<file path="config.mk">
export PLATFORM = sky130hd
export DESIGN_NAME = send_scheduler_flat
export DESIGN_NICKNAME = d
export VERILOG_FILES = /design/src/rtl/send_scheduler_pkg.sv /design/src/rtl/send_scheduler_if.sv /design/src/rtl/send_arbiter.sv /design/src/rtl/send_scheduler.sv /design/src/flat_wrapper.sv
export SDC_FILE = /design/constraint.sdc
export NUM_CORES = 1
export LEC_CHECK = 0
export ABC_CLOCK_PERIOD_IN_PS = 5500
export CORE_MARGIN = 3
export CORE_UTILIZATION = 64
export DETAILED_ROUTE_END_ITERATION = 12
export PLACE_DENSITY = 0.85
export SLEW_MARGIN = 20
export SYNTH_ARGS = -nofsm -noshare
export SYNTH_HDL_FRONTEND = slang
export SYNTH_SLANG_ARGS = --single-unit
export TNS_END_PERCENT = 50
</file>
<file path="constraint.sdc">
create_clock -name Clock -period 5.5 [get_ports Clock]
set_clock_uncertainty 0.15 [all_clocks]
set_input_delay 1.1 -clock Clock [delete_from_list [all_inputs] [get_ports Clock]]
set_output_delay 1.1 -clock Clock [all_outputs]
set_load 0.01 [all_outputs]
</file>
<file path="src/rtl/send_scheduler_pkg.sv">
// -----------------------------------------------------------------------------
// send_scheduler_pkg
//   Shared types and default constants for the battleship link send scheduler.
//   - state_t  : scheduler FSM encoding (IDLE, SEND, GAP)
//   - req_id_t : requester identity (RESP = response path, SHOT = shot path)
//   - DEFAULT_* : default timing constants for a 27 MHz clock, 27 cycles/bit,
//                 36-bit frames
//   - rep_dec  : saturating decrement used by the repeat counter
// -----------------------------------------------------------------------------
package send_scheduler_pkg;

    typedef enum logic [1:0] {
        IDLE = 2'd0,
        SEND = 2'd1,
        GAP  = 2'd2
    } state_t;

    typedef enum logic {
        RESP = 1'b0,
        SHOT = 1'b1
    } req_id_t;

    localparam int BIT_CYCLES             = 27;
    localparam int FRAME_BITS             = 36;
    localparam int DEFAULT_FRAME_CYCLES   = BIT_CYCLES * FRAME_BITS;
    localparam int DEFAULT_GAP_CYCLES     = DEFAULT_FRAME_CYCLES;
    localparam int DEFAULT_REPEATS        = 2;
    localparam int DEFAULT_TIMEOUT_CYCLES = 4096;

    // Repeat counter never wraps below zero.
    function automatic logic [3:0] rep_dec(input logic [3:0] cnt);
        return (cnt == 4'd0) ? 4'd0 : cnt - 4'd1;
    endfunction

endpackage

</file>
<file path="src/rtl/send_scheduler_if.sv">
// -----------------------------------------------------------------------------
// send_scheduler_if
//   Bundles the requester handshakes (game FSM side) and the Sender controls.
//   master : the scheduler (drives acks, Send_En, Code_Control, Busy, Fault)
//   slave  : the environment (drives requests, codes and Send_Done)
// -----------------------------------------------------------------------------
interface send_scheduler_if;

    logic Resp_Req;
    logic Resp_Code;
    logic Shot_Req;
    logic Shot_Code;
    logic Resp_Ack;
    logic Shot_Ack;
    logic Send_En;
    logic Code_Control;
    logic Send_Done;
    logic Busy;
    logic Fault;

    modport master (
        input  Resp_Req, Resp_Code, Shot_Req, Shot_Code, Send_Done,
        output Resp_Ack, Shot_Ack, Send_En, Code_Control, Busy, Fault
    );

    modport slave (
        output Resp_Req, Resp_Code, Shot_Req, Shot_Code, Send_Done,
        input  Resp_Ack, Shot_Ack, Send_En, Code_Control, Busy, Fault
    );

endinterface

</file>
<file path="src/rtl/send_arbiter.sv">
// -----------------------------------------------------------------------------
// send_arbiter
//   Two-way round-robin grant between the response and shot requesters.
//   Ports:
//     Clock, Reset : clock, asynchronous active-high reset
//     arb_en       : scheduler is idle and may take a new grant this cycle
//     resp_req     : response request level
//     shot_req     : shot request level
//     grant_valid  : a grant is issued this cycle (combinational)
//     grant_id     : which requester is granted (combinational)
//   rr_ptr only moves on a tie, so a lone requester never disturbs fairness.
// -----------------------------------------------------------------------------
module send_arbiter
    import send_scheduler_pkg::*;
(
    input  logic    Clock,
    input  logic    Reset,
    input  logic    arb_en,
    input  logic    resp_req,
    input  logic    shot_req,
    output logic    grant_valid,
    output req_id_t grant_id
);

    req_id_t rr_ptr;
    logic    tie;

    assign tie = resp_req & shot_req;

    always_comb begin
        grant_valid = arb_en & (resp_req | shot_req);
        grant_id    = RESP;
        if (tie) begin
            grant_id = rr_ptr;
        end else if (shot_req) begin
            grant_id = SHOT;
        end
    end

    always_ff @(posedge Clock or posedge Reset) begin
        if (Reset) begin
            rr_ptr <= RESP;
        end else if (arb_en && tie) begin
            rr_ptr <= (rr_ptr == RESP) ? SHOT : RESP;
        end
    end

endmodule

</file>
<file path="src/rtl/send_scheduler.sv">
// -----------------------------------------------------------------------------
// send_scheduler
//   Shares the IR/serial Sender between the response and shot paths. Each
//   granted message is sent REPEATS times, every frame is followed by
//   GAP_CYCLES idle cycles, and a watchdog aborts a frame whose Send_Done
//   never arrives (sticky Fault, no Ack, requester re-arbitrates).
//   Ports:
//     Clock, Reset : 27 MHz clock, asynchronous active-high reset
//     bus (master) : Resp/Shot Req+Code in, Resp/Shot Ack out,
//                    Send_En/Code_Control out, Send_Done in, Busy/Fault out
//   All outputs are registered.
// -----------------------------------------------------------------------------
module send_scheduler
    import send_scheduler_pkg::*;
#(
    parameter int REPEATS        = DEFAULT_REPEATS,
    parameter int GAP_CYCLES     = DEFAULT_GAP_CYCLES,
    parameter int TIMEOUT_CYCLES = DEFAULT_TIMEOUT_CYCLES
)
(
    input  logic              Clock,
    input  logic              Reset,
    send_scheduler_if.master  bus
);

    localparam int GAP_W = $clog2(GAP_CYCLES + 1);
    localparam int WD_W  = $clog2(TIMEOUT_CYCLES + 1);

    localparam logic [GAP_W-1:0] GAP_LAST = GAP_W'(GAP_CYCLES - 1);
    localparam logic [WD_W-1:0]  WD_LAST  = WD_W'(TIMEOUT_CYCLES - 1);
    localparam logic [3:0]       REP_INIT = 4'(REPEATS);

    state_t           state, state_n;
    req_id_t          grant_q, grant_n;
    logic             code_q, code_n;
    logic             send_en_q, send_en_n;
    logic             resp_ack_q, resp_ack_n;
    logic             shot_ack_q, shot_ack_n;
    logic             busy_q, busy_n;
    logic             fault_q, fault_n;
    logic [3:0]       rep_cnt, rep_n;
    logic [GAP_W-1:0] gap_cnt, gap_n;
    logic [WD_W-1:0]  wd_cnt, wd_n;

    logic             arb_valid;
    req_id_t          arb_id;

    send_arbiter u_arbiter (
        .Clock       (Clock),
        .Reset       (Reset),
        .arb_en      (state == IDLE),
        .resp_req    (bus.Resp_Req),
        .shot_req    (bus.Shot_Req),
        .grant_valid (arb_valid),
        .grant_id    (arb_id)
    );

    always_comb begin
        state_n    = state;
        grant_n    = grant_q;
        code_n     = code_q;
        send_en_n  = send_en_q;
        resp_ack_n = 1'b0;
        shot_ack_n = 1'b0;
        fault_n    = fault_q;
        rep_n      = rep_cnt;
        gap_n      = gap_cnt;
        wd_n       = wd_cnt;

        unique case (state)
            IDLE: begin
                if (arb_valid) begin
                    grant_n   = arb_id;
                    // Code is captured once per grant; later changes wait.
                    code_n    = (arb_id == SHOT) ? bus.Shot_Code : bus.Resp_Code;
                    rep_n     = REP_INIT;
                    wd_n      = '0;
                    send_en_n = 1'b1;
                    state_n   = SEND;
                end
            end

            SEND: begin
                // Done has priority over a coincident watchdog expiry.
                if (bus.Send_Done) begin
                    send_en_n = 1'b0;
                    rep_n     = rep_dec(rep_cnt);
                    gap_n     = '0;
                    wd_n      = '0;
                    state_n   = GAP;
                    if (rep_cnt <= 4'd1) begin
                        resp_ack_n = (grant_q == RESP);
                        shot_ack_n = (grant_q == SHOT);
                    end
                end else if (wd_cnt == WD_LAST) begin
                    // Abort: no Ack, so the requester stays pending and
                    // competes again once the gap has elapsed.
                    send_en_n = 1'b0;
                    fault_n   = 1'b1;
                    rep_n     = 4'd0;
                    gap_n     = '0;
                    wd_n      = '0;
                    state_n   = GAP;
                end else begin
                    wd_n = wd_cnt + 1'b1;
                end
            end

            GAP: begin
                if (gap_cnt == GAP_LAST) begin
                    gap_n = '0;
                    if (rep_cnt != 4'd0) begin
                        send_en_n = 1'b1;
                        wd_n      = '0;
                        state_n   = SEND;
                    end else begin
                        state_n   = IDLE;
                    end
                end else begin
                    gap_n = gap_cnt + 1'b1;
                end
            end

            default: begin
                send_en_n = 1'b0;
                state_n   = IDLE;
            end
        endcase

        busy_n = (state_n != IDLE);
    end

    always_ff @(posedge Clock or posedge Reset) begin
        if (Reset) begin
            state      <= IDLE;
            grant_q    <= RESP;
            code_q     <= 1'b0;
            send_en_q  <= 1'b0;
            resp_ack_q <= 1'b0;
            shot_ack_q <= 1'b0;
            busy_q     <= 1'b0;
            fault_q    <= 1'b0;
            rep_cnt    <= 4'd0;
            gap_cnt    <= '0;
            wd_cnt     <= '0;
        end else begin
            state      <= state_n;
            grant_q    <= grant_n;
            code_q     <= code_n;
            send_en_q  <= send_en_n;
            resp_ack_q <= resp_ack_n;
            shot_ack_q <= shot_ack_n;
            busy_q     <= busy_n;
            fault_q    <= fault_n;
            rep_cnt    <= rep_n;
            gap_cnt    <= gap_n;
            wd_cnt     <= wd_n;
        end
    end

    assign bus.Send_En      = send_en_q;
    assign bus.Code_Control = code_q;
    assign bus.Resp_Ack     = resp_ack_q;
    assign bus.Shot_Ack     = shot_ack_q;
    assign bus.Busy         = busy_q;
    assign bus.Fault        = fault_q;

endmodule
</file>
<file path="src/flat_wrapper.sv">
// flat-port wrapper written by rule: the top's interface ports become plain ports
module send_scheduler_flat import send_scheduler_pkg::*;
#(
    parameter int REPEATS        = DEFAULT_REPEATS,
    parameter int GAP_CYCLES     = DEFAULT_GAP_CYCLES,
    parameter int TIMEOUT_CYCLES = DEFAULT_TIMEOUT_CYCLES
)
  (Clock, Reset, bus_Resp_Req, bus_Resp_Code, bus_Shot_Req, bus_Shot_Code, bus_Send_Done, bus_Resp_Ack, bus_Shot_Ack, bus_Send_En, bus_Code_Control, bus_Busy, bus_Fault);
  send_scheduler_if bus_i ();
  input  logic Clock;
  input  logic Reset;
  input wire logic [$bits(bus_i.Resp_Req)-1:0] bus_Resp_Req;
  input wire logic [$bits(bus_i.Resp_Code)-1:0] bus_Resp_Code;
  input wire logic [$bits(bus_i.Shot_Req)-1:0] bus_Shot_Req;
  input wire logic [$bits(bus_i.Shot_Code)-1:0] bus_Shot_Code;
  input wire logic [$bits(bus_i.Send_Done)-1:0] bus_Send_Done;
  output wire logic [$bits(bus_i.Resp_Ack)-1:0] bus_Resp_Ack;
  output wire logic [$bits(bus_i.Shot_Ack)-1:0] bus_Shot_Ack;
  output wire logic [$bits(bus_i.Send_En)-1:0] bus_Send_En;
  output wire logic [$bits(bus_i.Code_Control)-1:0] bus_Code_Control;
  output wire logic [$bits(bus_i.Busy)-1:0] bus_Busy;
  output wire logic [$bits(bus_i.Fault)-1:0] bus_Fault;
  assign bus_i.Resp_Req = bus_Resp_Req;
  assign bus_i.Resp_Code = bus_Resp_Code;
  assign bus_i.Shot_Req = bus_Shot_Req;
  assign bus_i.Shot_Code = bus_Shot_Code;
  assign bus_i.Send_Done = bus_Send_Done;
  assign bus_Resp_Ack = bus_i.Resp_Ack;
  assign bus_Shot_Ack = bus_i.Shot_Ack;
  assign bus_Send_En = bus_i.Send_En;
  assign bus_Code_Control = bus_i.Code_Control;
  assign bus_Busy = bus_i.Busy;
  assign bus_Fault = bus_i.Fault;
  send_scheduler #(.REPEATS(REPEATS), .GAP_CYCLES(GAP_CYCLES), .TIMEOUT_CYCLES(TIMEOUT_CYCLES)) u_core (.Clock(Clock), .Reset(Reset), .bus(bus_i));
endmodule
</file>
Yosys cells after proc, flatten, opt, wreduce, memory -nomap -nowiden
Cells that the tools add are included.

Register bits: 37. Bits of input ports: 7. Output and inout bits: 6. Word-level logic and storage cells: 80.

$add $sub $neg: 3. Order comparisons: 1. Equality and inequality tests: 8. Muxes and demuxes: 37. Bitwise operators: 5. Reductions and logical operators: 14.

Operators by type and width (number): $mux 13 (5); $pmux 13 s3 (1); $mux 10 (3); $pmux 10 s2 (1); $mux 1 (16); $mux 4 (4); $add 13x1->13 const B (1); $eq 13x12->1 const B (1); $add 10x1->10 const B (1); $eq 10x10->1 const B (1); $mux 2 (4); $pmux 4 s2 (1); $reduce_and 4->1 (2); $ne 2x1->1 const B (3); $pmux 2 s3 (1); $reduce_and 3->1 (2); $reduce_bool 2->1 (3); $le 4x1->1 const B (1); $logic_not 4->1 (1); $reduce_and 2->1 (2); $reduce_bool 4->1 (1); $sub 4x1->4 const B (1); $ne 3x2->1 const B (1); $pmux 1 s3 (1); 8 further kinds (10).

Longest topological paths before layout
Gate-level depths: netlist of run 1.

Depth in word-level cells: 5. Depth in mapped cells: 7. Gate-level depth less buffers: 6.

By module
Synthesis of run 1 repeated with hierarchy kept, for this count alone.

Cells, all modules: 199. Area, all modules: 2085.8 µm².

By module, submodules not included: send_scheduler (times used 1, cells each 192, area each 2024.4 µm², seq. area each 900.9 µm²); send_arbiter (times used 1, cells each 7, area each 61.3 µm², seq. area each 25.0 µm²).

Least setup slack after synthesis of run 1
Ideal clock, no wire load.

Path kind: input -> register. Start: input port bus_Shot_Req. End: register u_core.wd_cnt[0]. Setup time: 0.125 ns. Arrival time: 2.329 ns. Required time: 5.225 ns. Path slack: 2.896 ns. Cell stages on the path: 5. Path buffers: 1. Cell sequence: nor3b_1 -> or2_2 -> clkbuf_1 -> nor3_4 -> mux2_4.

Word-level cells in the longest chain between the ends: 4.

RTL lines: start: declaration (RTL line flat_wrapper.sv:14) `input wire logic [$bits(bus_i.Shot_Req)-1:0] bus_Shot_Req;`; $or 1x1->1 (RTL line send_arbiter.sv:31) `grant_valid = arb_en & (resp_req | shot_req);`; $and 1x1->1 (RTL line send_arbiter.sv:31); $ne 2x1->1 (no source line); $reduce_and 4->1 (no source line); end signal: assignment (RTL line send_scheduler.sv:157) `wd_cnt <= wd_n;`; end: declaration (RTL line send_scheduler.sv:43) `logic [WD_W-1:0] wd_cnt, wd_n;`.

No other way between the ends. A chain may end at the register's enable or synchronous reset.

Final worst setup path of run 1
Start: input port bus_Send_Done. End: register u_core.wd_cnt[10].

Word-level cells in the longest chain between the ends: 2.

RTL lines: start: declaration (RTL line flat_wrapper.sv:16) `input wire logic [$bits(bus_i.Send_Done)-1:0] bus_Send_Done;`; $mux 13 (RTL line send_scheduler.sv:85) `if (bus.Send_Done) begin`; $pmux 13 s3 (RTL line send_scheduler.sv:70) `unique case (state)`.

No other way between the ends.

==> results of run 1 <==
## metal layers
metal | GRT usage [%] | wire length, µm | vias up
met4 | 14.2 | 156 | 0
li1 | - | - | 902
met2 | 52.4 | 2770 | 89
met5 | 0 | 0 | -
met1 | 34.2 | 2150 | 960
met3 | 5.55 | 295 | 19
## power groups by stage
stage / Combinational (mW) / Sequential, mW / Clock (mW)
after floorplan: 0.312 / 0.357 / 0
after global placement: 0.389 / 0.366 / 0
after detailed placement: 0.414 / 0.371 / 0
after CTS: 0.420 / 0.366 / 0.167
after global routing: 0.475 / 0.377 / 0.181
final: 0.427 / 0.367 / 0.168
## stage by stage
stage | utilization (%) | hold WS [ns] | std cells | worst slack, ns
floorplan | - | 0.267 | 230 | 2.90
global placement | 73.5 | 0.304 | 276 | 2.32
detailed placement | 73.8 | 0.310 | 277 | 2.23
CTS | 76.0 | 0.326 | 285 | 2.59
global route | 76.0 | 0.357 | 285 | 2.41
finish | 76.0 | 0.321 | 285 | 2.57
## final timing paths
path                                                 endpoint  slack (ns)  depth (start not counted)
worst max register to register  u_core.wd_cnt[10]$_DFFE_PP0P_        2.92                          7
max in group asynchronous       u_core.gap_cnt[6]$_DFFE_PP0P_        3.89                          3
worst min register to register  u_core.gap_cnt[9]$_DFFE_PP0P_        0.32                          1
worst max-delay path            u_core.wd_cnt[10]$_DFFE_PP0P_        2.57                          6
min in group asynchronous        u_core.wd_cnt[6]$_DFFE_PP0P_        0.98                          3
worst min-delay path            u_core.gap_cnt[9]$_DFFE_PP0P_        0.32                          1
## sequential cells by signal, summed over array words and instances (netlist names)
name and count:
u_core.bus.Resp_Ack 1, u_core.state 2, u_core.u_arbiter.rr_ptr 1, u_core.bus.Send_En 1, u_core.grant_q 1, u_core.bus.Busy 1
u_core.rep_cnt 4, u_core.bus.Code_Control 1, u_core.bus.Shot_Ack 1, u_core.bus.Fault 1, u_core.wd_cnt 13, u_core.gap_cnt 10
## cells in the final DEF, fill, tap and decap left out, types with 2 or more instances in the layout
master           synthesis  layout
a211o_1                  2       2
nand2_1                 18      18
clkbuf_4                 0       5
nand4_1                  6       6
a21oi_1                  2       2
nor4_1                   9       9
o41ai_4                  2       2
nor2_1                  17      17
mux2i_1                  2       2
o31ai_1                  4       4
o21ai_0                 16      16
a21o_1                   3       3
nor2b_1                  4       4
a22o_1                  10      10
clkbuf_8                 0       2
nand3_1                 11      11
dfrtp_1                 37      37
inv_1                   10      10
o2bb2ai_1                2       2
ha_1                     6       6
o211ai_1                10      10
o41ai_1                  2       2
a31oi_1                  2       2
nand2b_1                 2       2
nor3_1                  12      12
clkdlybuf4s50_1          0      12
or4_1                    3       3
## final cells by class
class / instances / area (µm²) / share of cell area, %
clock buffers: 7 / 65.1 / 2.69
inverters: 10 / 37.5 / 1.55
flip-flops and latches: 37 / 926 / 38.3
repair buffers: 14 / 139 / 5.75
clock inverters: 1 / 5.00 / 0.207
multi-input cells: 172 / 1190 / 49.2
well taps: 44 / 55.1 / 2.28
## kinds of logic after synthesis
logic type      synth area share [%]
compound gates                  25.8
xor+xnor                       0.794
fa+ha+maj                       3.40
buf+inv                         4.14
flops                           42.0
mux                             1.59
simple gates                    22.3
## worst max-delay path, delay by kind of cell
family                 cells  cell delay [ns]
AO/OA/AOI/OAI              2             0.47
buffers and inverters      2             0.73
AND/OR/NAND/NOR            2             0.77
==> impl_metrics.ini, run 1 <==
[synthesis]
synth.distinct_cells = 55
synthArstFlopShare_pct = 100
synth_common_cells = 37 x dfrtp_1, 18 x nand2_1, 17 x nor2_1
ys_dominant_reg_cell = dfrtp_1
synth-seq-cells = 37
synth_edf_count = 0
synth_top_area_share_pct = 42.0
synth_area_per_cell_um2 = 9.59
ys_seq_area_share_pct = 42.0
ys_warn_count = 0
synthTopCellsByArea = dfrtp_1 42%, a22o_1 4.0%, o21ai_0 3.6%
netlist_area_mm2 = 0.00221
synth_cells = 230
syn-num-nets = 243
yosys.area.top_type = dfrtp_1
synth_most_common_cell = dfrtp_1

[timing]
tns_ns = 0
tightest_slew_ns = 0.789
rsz0062_at_grt = no
fin_crit_sh_pct = 53.4
relSlewSlack_pct = 47.2
max_freq_mhz = 341
hold_viol_final = 0
setup_viol = 0
min_period_ns = 2.93
timing.final.max_slew_violations = 0

[power_and_ir_drop]
combPwrFrac_pct = 44.4
seqPwrFrac_pct = 38.2
clock_power_share_pct = 17.4
ir_worst_vdd_uv = 272
switching_share_pct = 41.5
p_switching_uw = 400
leakagePower_nw = 1.03
power_density_mw_per_mm2 = 398
p_total_uw = 962
p_int_uw = 563

[grt]
grt.total_usage_pct = 29.6
gr-total-overflow = 0
grt_pass1_vias = 2023
grt_antenna_before_repair = 0
grt_pass1_wl_mm = 9.58
grt_max_degree = 38

[cells_and_area]
fillers = 234
fin_nets = 253
layout-drive-gt1-share_pct = 8.71
postLayoutCellArea_mm2 = 0.00242
syn_to_final_growth_pct = 9.53
antenna_cells = 0

[hold_path]
hold_start = u_core.gap_cnt[9]$_DFFE_PP0P_
hp-class = register to register

[detailed_routing]
drtIter0Drc = 301
vias = 1970
routed_via_density = 6.91
dr.pass1.iters = 7
ant_nets = 0
routedWlPerCell_um = 18.9
routed_wl_mm = 5.38
drcViolationCount = 0

[floorplan]
coreArea_mm2 = 0.00318
io_pins = 13
rows = 20
die_h_um = 64.7
die_area_mm2 = 0.00419
initial_core_util_pct = 69.4
die_w_um = 64.7

[clock_network]
insertion_delay_ns = 0.36
hold_buffers = 0
post_cts_buffers = 0
postCtsResizedCells = 0
cts_sinks = 37
cts_buffers = 5
clockRootBuffer = clkbuf_4
clkTransAtPathRegs_ns = 0.11
cts_tree = built
htreeDepth = 2
clk_path_buf_depth = 2

[critical_path]
critical_path_required_ns = 5.62
cpMaxStageDelayCell = clkdlybuf4s50_1
path_cells = clkdlybuf4s50_1 -> nor2b_1 -> o41ai_4 -> buf_6 -> or4_1 -> o221ai_1
worstReg2RegStart = u_core.state[1]$_DFF_PP0_
cp-startpoint = bus_Send_Done
crit_arrival_ns = 3.06
crit_path_max_incr_delay_ns = 0.50
critical_path_class = input pin to register
start_kind = input pin
worst_setup_path_end_kind = register
cp_max_fo = 13

[run]
drv_cap = 0

[placed_design]
dpl_cell_area_mm2 = 0.00235
portBuffers = 12
place_congestion = 0.926
hpwl_mm = 3.78

[run_status]
status = finished, final reports clean
Power figures use the tool's default switching activity.
==> inputs of run 2 (changes only) <==
--- a/config.mk
+++ b/config.mk
@@ -5,11 +5,11 @@
 export SDC_FILE = /design/constraint.sdc
 export NUM_CORES = 1
 export LEC_CHECK = 0
-export ABC_CLOCK_PERIOD_IN_PS = 5500
+export ABC_CLOCK_PERIOD_IN_PS = 2900
 export CORE_MARGIN = 3
-export CORE_UTILIZATION = 64
+export CORE_UTILIZATION = 59
 export DETAILED_ROUTE_END_ITERATION = 12
-export PLACE_DENSITY = 0.85
+export PLACE_DENSITY = 0.79
 export SLEW_MARGIN = 20
 export SYNTH_ARGS = -nofsm -noshare
 export SYNTH_HDL_FRONTEND = slang
==> constraint.sdc (replaced) <==
create_clock -name Clock -period 2.9 [get_ports Clock]
set_clock_uncertainty 0.15 [all_clocks]
set_input_delay 0.58 -clock Clock [delete_from_list [all_inputs] [get_ports Clock]]
set_output_delay 0.58 -clock Clock [all_outputs]
set_load 0.01 [all_outputs]
==> impl_metrics.ini, run 2 (synthesized netlist as in run 1, its figures left out) <==
[run_status]
status = finished, final reports clean

[cells_and_area]
regMostFlops = u_core.wd_cnt
final-seq-area_um2 = 926
layout_commonest_cell = dfrtp_1
fin_nets = 256
largest_reg_flops = 13
layout-drive-gt1-share_pct = 9.43
top_regs = u_core.wd_cnt (13), u_core.gap_cnt (10), u_core.rep_cnt (4)
postLayoutCellArea_mm2 = 0.00248
stdcell_count = 290
multiInputGateArea_mm2 = 0.00119
syn_to_final_growth_pct = 12.6
fillers = 236
final_cell_mix = 37 x dfrtp_1, 18 x nand2_1, 17 x nor2_1, 16 x o21ai_0
antenna_cells = 0

[clock_network]
cts_buffers = 5
clkTransAtPathRegs_ns = 0.08
cts_sinks = 37
clk_path_buf_depth = 2
clockRootBuffer = clkbuf_8
post_cts_buffers = 0
insertion_delay_ns = 0.30
htreeDepth = 2
cts_tree = built
hold_buffers = 0
postCtsResizedCells = 0

[power_and_ir_drop]
ir_worst_vdd_uv = 629
p_total_mw = 1.98
power_density_mw_per_mm2 = 798
leakagePower_nw = 1.06

[grt]
use_met2_pct = 42.6
busiest_layer = met2
grt_max_degree = 38
globalRouteMet1Util_pct = 33.3
grt_pass1_wl_mm = 8.88
use_met3_pct = 6.49
gr-total-overflow = 0
grt.total_usage_pct = 26.3
grt_pass1_vias = 1849
grt_antenna_before_repair = 0

[placed_design]
dpl_cell_area_mm2 = 0.00237
placed_cells_incl_taps = 282
portBuffers = 12
hpwl_mm = 3.59
place_congestion = 0.954

[timing]
rsz0062_at_grt = no
min_period_ns = 2.61
tns_ns = 0
fin_crit_sh_pct = 90.0
max_freq_mhz = 383
setup_viol = 0
timing.final.max_slew_violations = 0
relSlewSlack_pct = 48.5
tightest_slew_ns = 0.770
hold_viol_final = 0
whs_ns = 0.317

[critical_path]
rr_worst_depth = 4
cp_max_fo = 9
start_kind = register
path_cells = or4b_1 -> o41ai_4 -> nand2_2 -> o41ai_2
cpMaxStageDelayCell = or4b_1
critical_path_required_ns = 2.92
worst_setup_path_end_kind = register
critical_path_class = register to register
crit_path_max_incr_delay_ns = 0.70
crit_arrival_ns = 2.63

[floorplan]
initial_core_util_pct = 63.6
rows = 21
die_h_um = 67.1
io_pins = 13
die_area_mm2 = 0.00451
die_w_um = 67.1
coreArea_mm2 = 0.00347

[hold_path]
hp-class = register to register
hold_depth = 1

[detailed_routing]
drcViolationCount = 0
routedWlPerCell_um = 17.7
dr.pass1.iters = 5
routed_via_density = 6.82
vias = 1979
drtIter0Drc = 325
ant_nets = 0
routed_wl_mm = 5.12

[run]
drv_cap = 0
run 2: changes by cell type in the layout (fill, tap and decap cells not counted):
| cell | delta |
|---|---|
| buf_4 | +4 |
| buf_6 | -1 |
| bufinv_16 | +1 |
| clkbuf_1 | +1 |
| clkbuf_4 | -5 |
| clkbuf_8 | +4 |
| clkinv_2 | -1 |
run 2: worst paths after layout:
check,start,endpoint,slack (ns)
min in group asynchronous,Reset,u_core.gap_cnt[6]$_DFFE_PP0P_,0.54
worst min-delay path,u_core.gap_cnt[9]$_DFFE_PP0P_,u_core.gap_cnt[9]$_DFFE_PP0P_,0.32
max in group asynchronous,Reset,u_core.wd_cnt[3]$_DFFE_PP0P_,1.74
worst max register to register,u_core.gap_cnt[5]$_DFFE_PP0P_,u_core.wd_cnt[8]$_DFFE_PP0P_,0.29
worst min register to register,u_core.gap_cnt[9]$_DFFE_PP0P_,u_core.gap_cnt[9]$_DFFE_PP0P_,0.32
worst max-delay path,u_core.gap_cnt[5]$_DFFE_PP0P_,u_core.wd_cnt[8]$_DFFE_PP0P_,0.29
run 2: cell type report:
cell class                 count  area share [%]
multi-input combinational    172            47.9
sequential                    37            37.3
timing repair buffer          17            6.35
clock buffer                   7            3.48
tap                           46            2.32
inverter                      10            1.51
clock inverter                 1            1.21
run 2: per-stage QoR:
step / util [%] / setup WS [ns]
final: 71.6 / 0.290
after global routing: 71.6 / 0.212
after CTS: 71.6 / 0.367
after detailed placement: 68.3 / 0.315
after global placement: 68.3 / 0.411
after floorplan: - / 0.647
run 2: worst max-delay path: cells and delay by family (launching register included):
kind | cells | cell delay (ns)
AOI/OAI and AO/OA | 2 | 0.97
DFF | 1 | 0.45
and+or+nand+nor | 2 | 0.91
run 2: power by group:
part / leakage (nW) / internal [mW] / switching [mW]
combinational: 0.503 / 0.341 / 0.481
clock: 0.0585 / 0.280 / 0.182
sequential: 0.498 / 0.604 / 0.0940
total: 1.06 / 1.23 / 0.757
run 2: per-layer routing:
| layer | routed length [µm] | part of all wire, % |
|---|---|---|
| met1 | 2140 | 42 |
| met2 | 2480 | 48 |
| met3 | 377 | 7.4 |
| met4 | 127 | 2.5 |
| met5 | 0 | 0 |
==> inputs of run 3 (changes only) <==
--- a/config.mk
+++ b/config.mk
@@ -6,7 +6,6 @@
 export NUM_CORES = 1
 export LEC_CHECK = 0
 export ABC_CLOCK_PERIOD_IN_PS = 2900
-export CORE_MARGIN = 3
 export CORE_UTILIZATION = 59
 export DETAILED_ROUTE_END_ITERATION = 12
 export PLACE_DENSITY = 0.79
==> impl_metrics.ini, run 3 (synthesized netlist as in run 1, its figures left out) <==
[timing]
fin_crit_sh_pct = 89.0
timing.final.max_slew_violations = 0
tns_ns = 0
max_freq_mhz = 387
hold_viol_final = 0
tightest_slew_ns = 0.828
relSlewSlack_pct = 44.6
setup_viol = 0
min_period_ns = 2.58
whs_ns = 0.329
rsz0062_at_grt = no

[critical_path]
start_kind = register
rrSetupSlack_ns = 0.32
worst_setup_path_end_kind = register
cp_max_fo = 9
crit_arrival_ns = 2.60
critical_path_required_ns = 2.92
critical_path_class = register to register

[cells_and_area]
final_cell_mix = 37 x dfrtp_1, 18 x nand2_1, 17 x nor2_1, 16 x o21ai_0
fin_nets = 257
antenna_cells = 0
layout_commonest_cell = dfrtp_1
postLayoutCellArea_mm2 = 0.00246
syn_to_final_growth_pct = 11.6
stdcell_count = 290
regMostFlops = u_core.wd_cnt
top_regs = u_core.wd_cnt (13), u_core.gap_cnt (10), u_core.rep_cnt (4)
layout-drive-gt1-share_pct = 9.43
largest_reg_flops = 13
utilization_pct = 71.0

[grt]
grt_pass1_wl_mm = 8.82
grt_max_degree = 20
grt.total_usage_pct = 27.8
grt_pass1_vias = 1861
gr-total-overflow = 0
grt_antenna_before_repair = 0

[floorplan]
die_h_um = 63.1
io_pins = 13
initial_core_util_pct = 63.6
die_area_mm2 = 0.00399
rows = 21
die_w_um = 63.1
coreArea_mm2 = 0.00347

[placed_design]
dpl_cell_area_mm2 = 0.00237
hpwl_mm = 3.69
place_congestion = 0.874
portBuffers = 12
placed_cells_incl_taps = 283

[power_and_ir_drop]
combPwrFrac_pct = 43.6
seqPwrFrac_pct = 37.1
leakagePower_nw = 1.05
p_switching_uw = 733
ir_worst_vdd_uv = 525
clock_power_share_pct = 19.3
power_density_mw_per_mm2 = 758
p_int_mw = 1.13
switching_share_pct = 39.3

[clock_network]
hold_buffers = 0
insertion_delay_ns = 0.29
cts_sinks = 37
htreeDepth = 2
clk_path_buf_depth = 2
post_cts_buffers = 0
postCtsResizedCells = 0
cts_tree = built
cts_buffers = 5
clkTransAtPathRegs_ns = 0.07
clockRootBuffer = clkbuf_8

[detailed_routing]
drcViolationCount = 0
dr.pass1.iters = 4
routed_via_density = 6.61
vias = 1916
routedWlPerCell_um = 17.4
drtIter0Drc = 191
ant_nets = 0
routed_wl_mm = 5.05

[hold_path]
hp-class = register to register

[run]
drv_cap = 0

[run_status]
status = finished, final reports clean
-- run 3: changes by cell type in the layout (fill, tap and decap cells not counted), sizes merged --
cell | previous run | this run
buf | 5 | 6
bufinv | 1 | 0
-- run 3: per-stage QoR --
| step | power, mW | setup slack (ns) |
|---|---|---|
| floorplan | 1.27 | 0.647 |
| global placement | 1.47 | 0.365 |
| detailed placement | 1.51 | 0.304 |
| CTS | 1.87 | 0.308 |
| global route | 1.98 | 0.117 |
| finish | 1.87 | 0.319 |
-- run 3: per-layer routing --
| metal | routed length [µm] | global-route usage, % | up-vias |
|---|---|---|---|
| met2 | 2520 | 46.4 | 53 |
| li1 | - | - | 910 |
| met1 | 2290 | 36.9 | 946 |
| met4 | 59 | 9.01 | 0 |
| met3 | 175 | 4.35 | 7 |
| met5 | 0 | 0 | - |
-- run 3: power groups by stage --
stage	clock, mW	combinational (mW)	sequential (mW)
global route	0.385	0.894	0.704
global placement	0	0.774	0.694
detailed placement	0	0.804	0.702
finish	0.361	0.813	0.692
CTS	0.368	0.811	0.691
floorplan	0	0.592	0.677
-- run 3: critical path: stages, from the launching register on --
cell and delay [ns]:
dfrtp_1 0.46, or4b_1 0.69, o41ai_4 0.64, nand2_2 0.21, mux2_4 0.31
-- run 3: cell type report --
cell class,count,area [µm²]
Tap cell,46,57.6
Inverter,10,37.5
Fill cell,272,1010
Timing Repair Buffer,18,165
Sequential cell,37,926
Clock buffer,7,86.3
Multi-Input combinational cell,172,1190
-- run 3: worst paths after layout --
path | from | endpoint | depth (start not counted)
setup reg to reg | u_core.gap_cnt[5]$_DFFE_PP0P_ | u_core.wd_cnt[0]$_DFFE_PP0P_ | 4
setup / recovery | u_core.gap_cnt[5]$_DFFE_PP0P_ | u_core.wd_cnt[0]$_DFFE_PP0P_ | 4
min in group asynchronous | Reset | u_core.gap_cnt[2]$_DFFE_PP0P_ | 3
hold / removal | u_core.gap_cnt[9]$_DFFE_PP0P_ | u_core.gap_cnt[9]$_DFFE_PP0P_ | 1
hold reg to reg | u_core.gap_cnt[9]$_DFFE_PP0P_ | u_core.gap_cnt[9]$_DFFE_PP0P_ | 1
max in group asynchronous | Reset | u_core.wd_cnt[10]$_DFFE_PP0P_ | 3
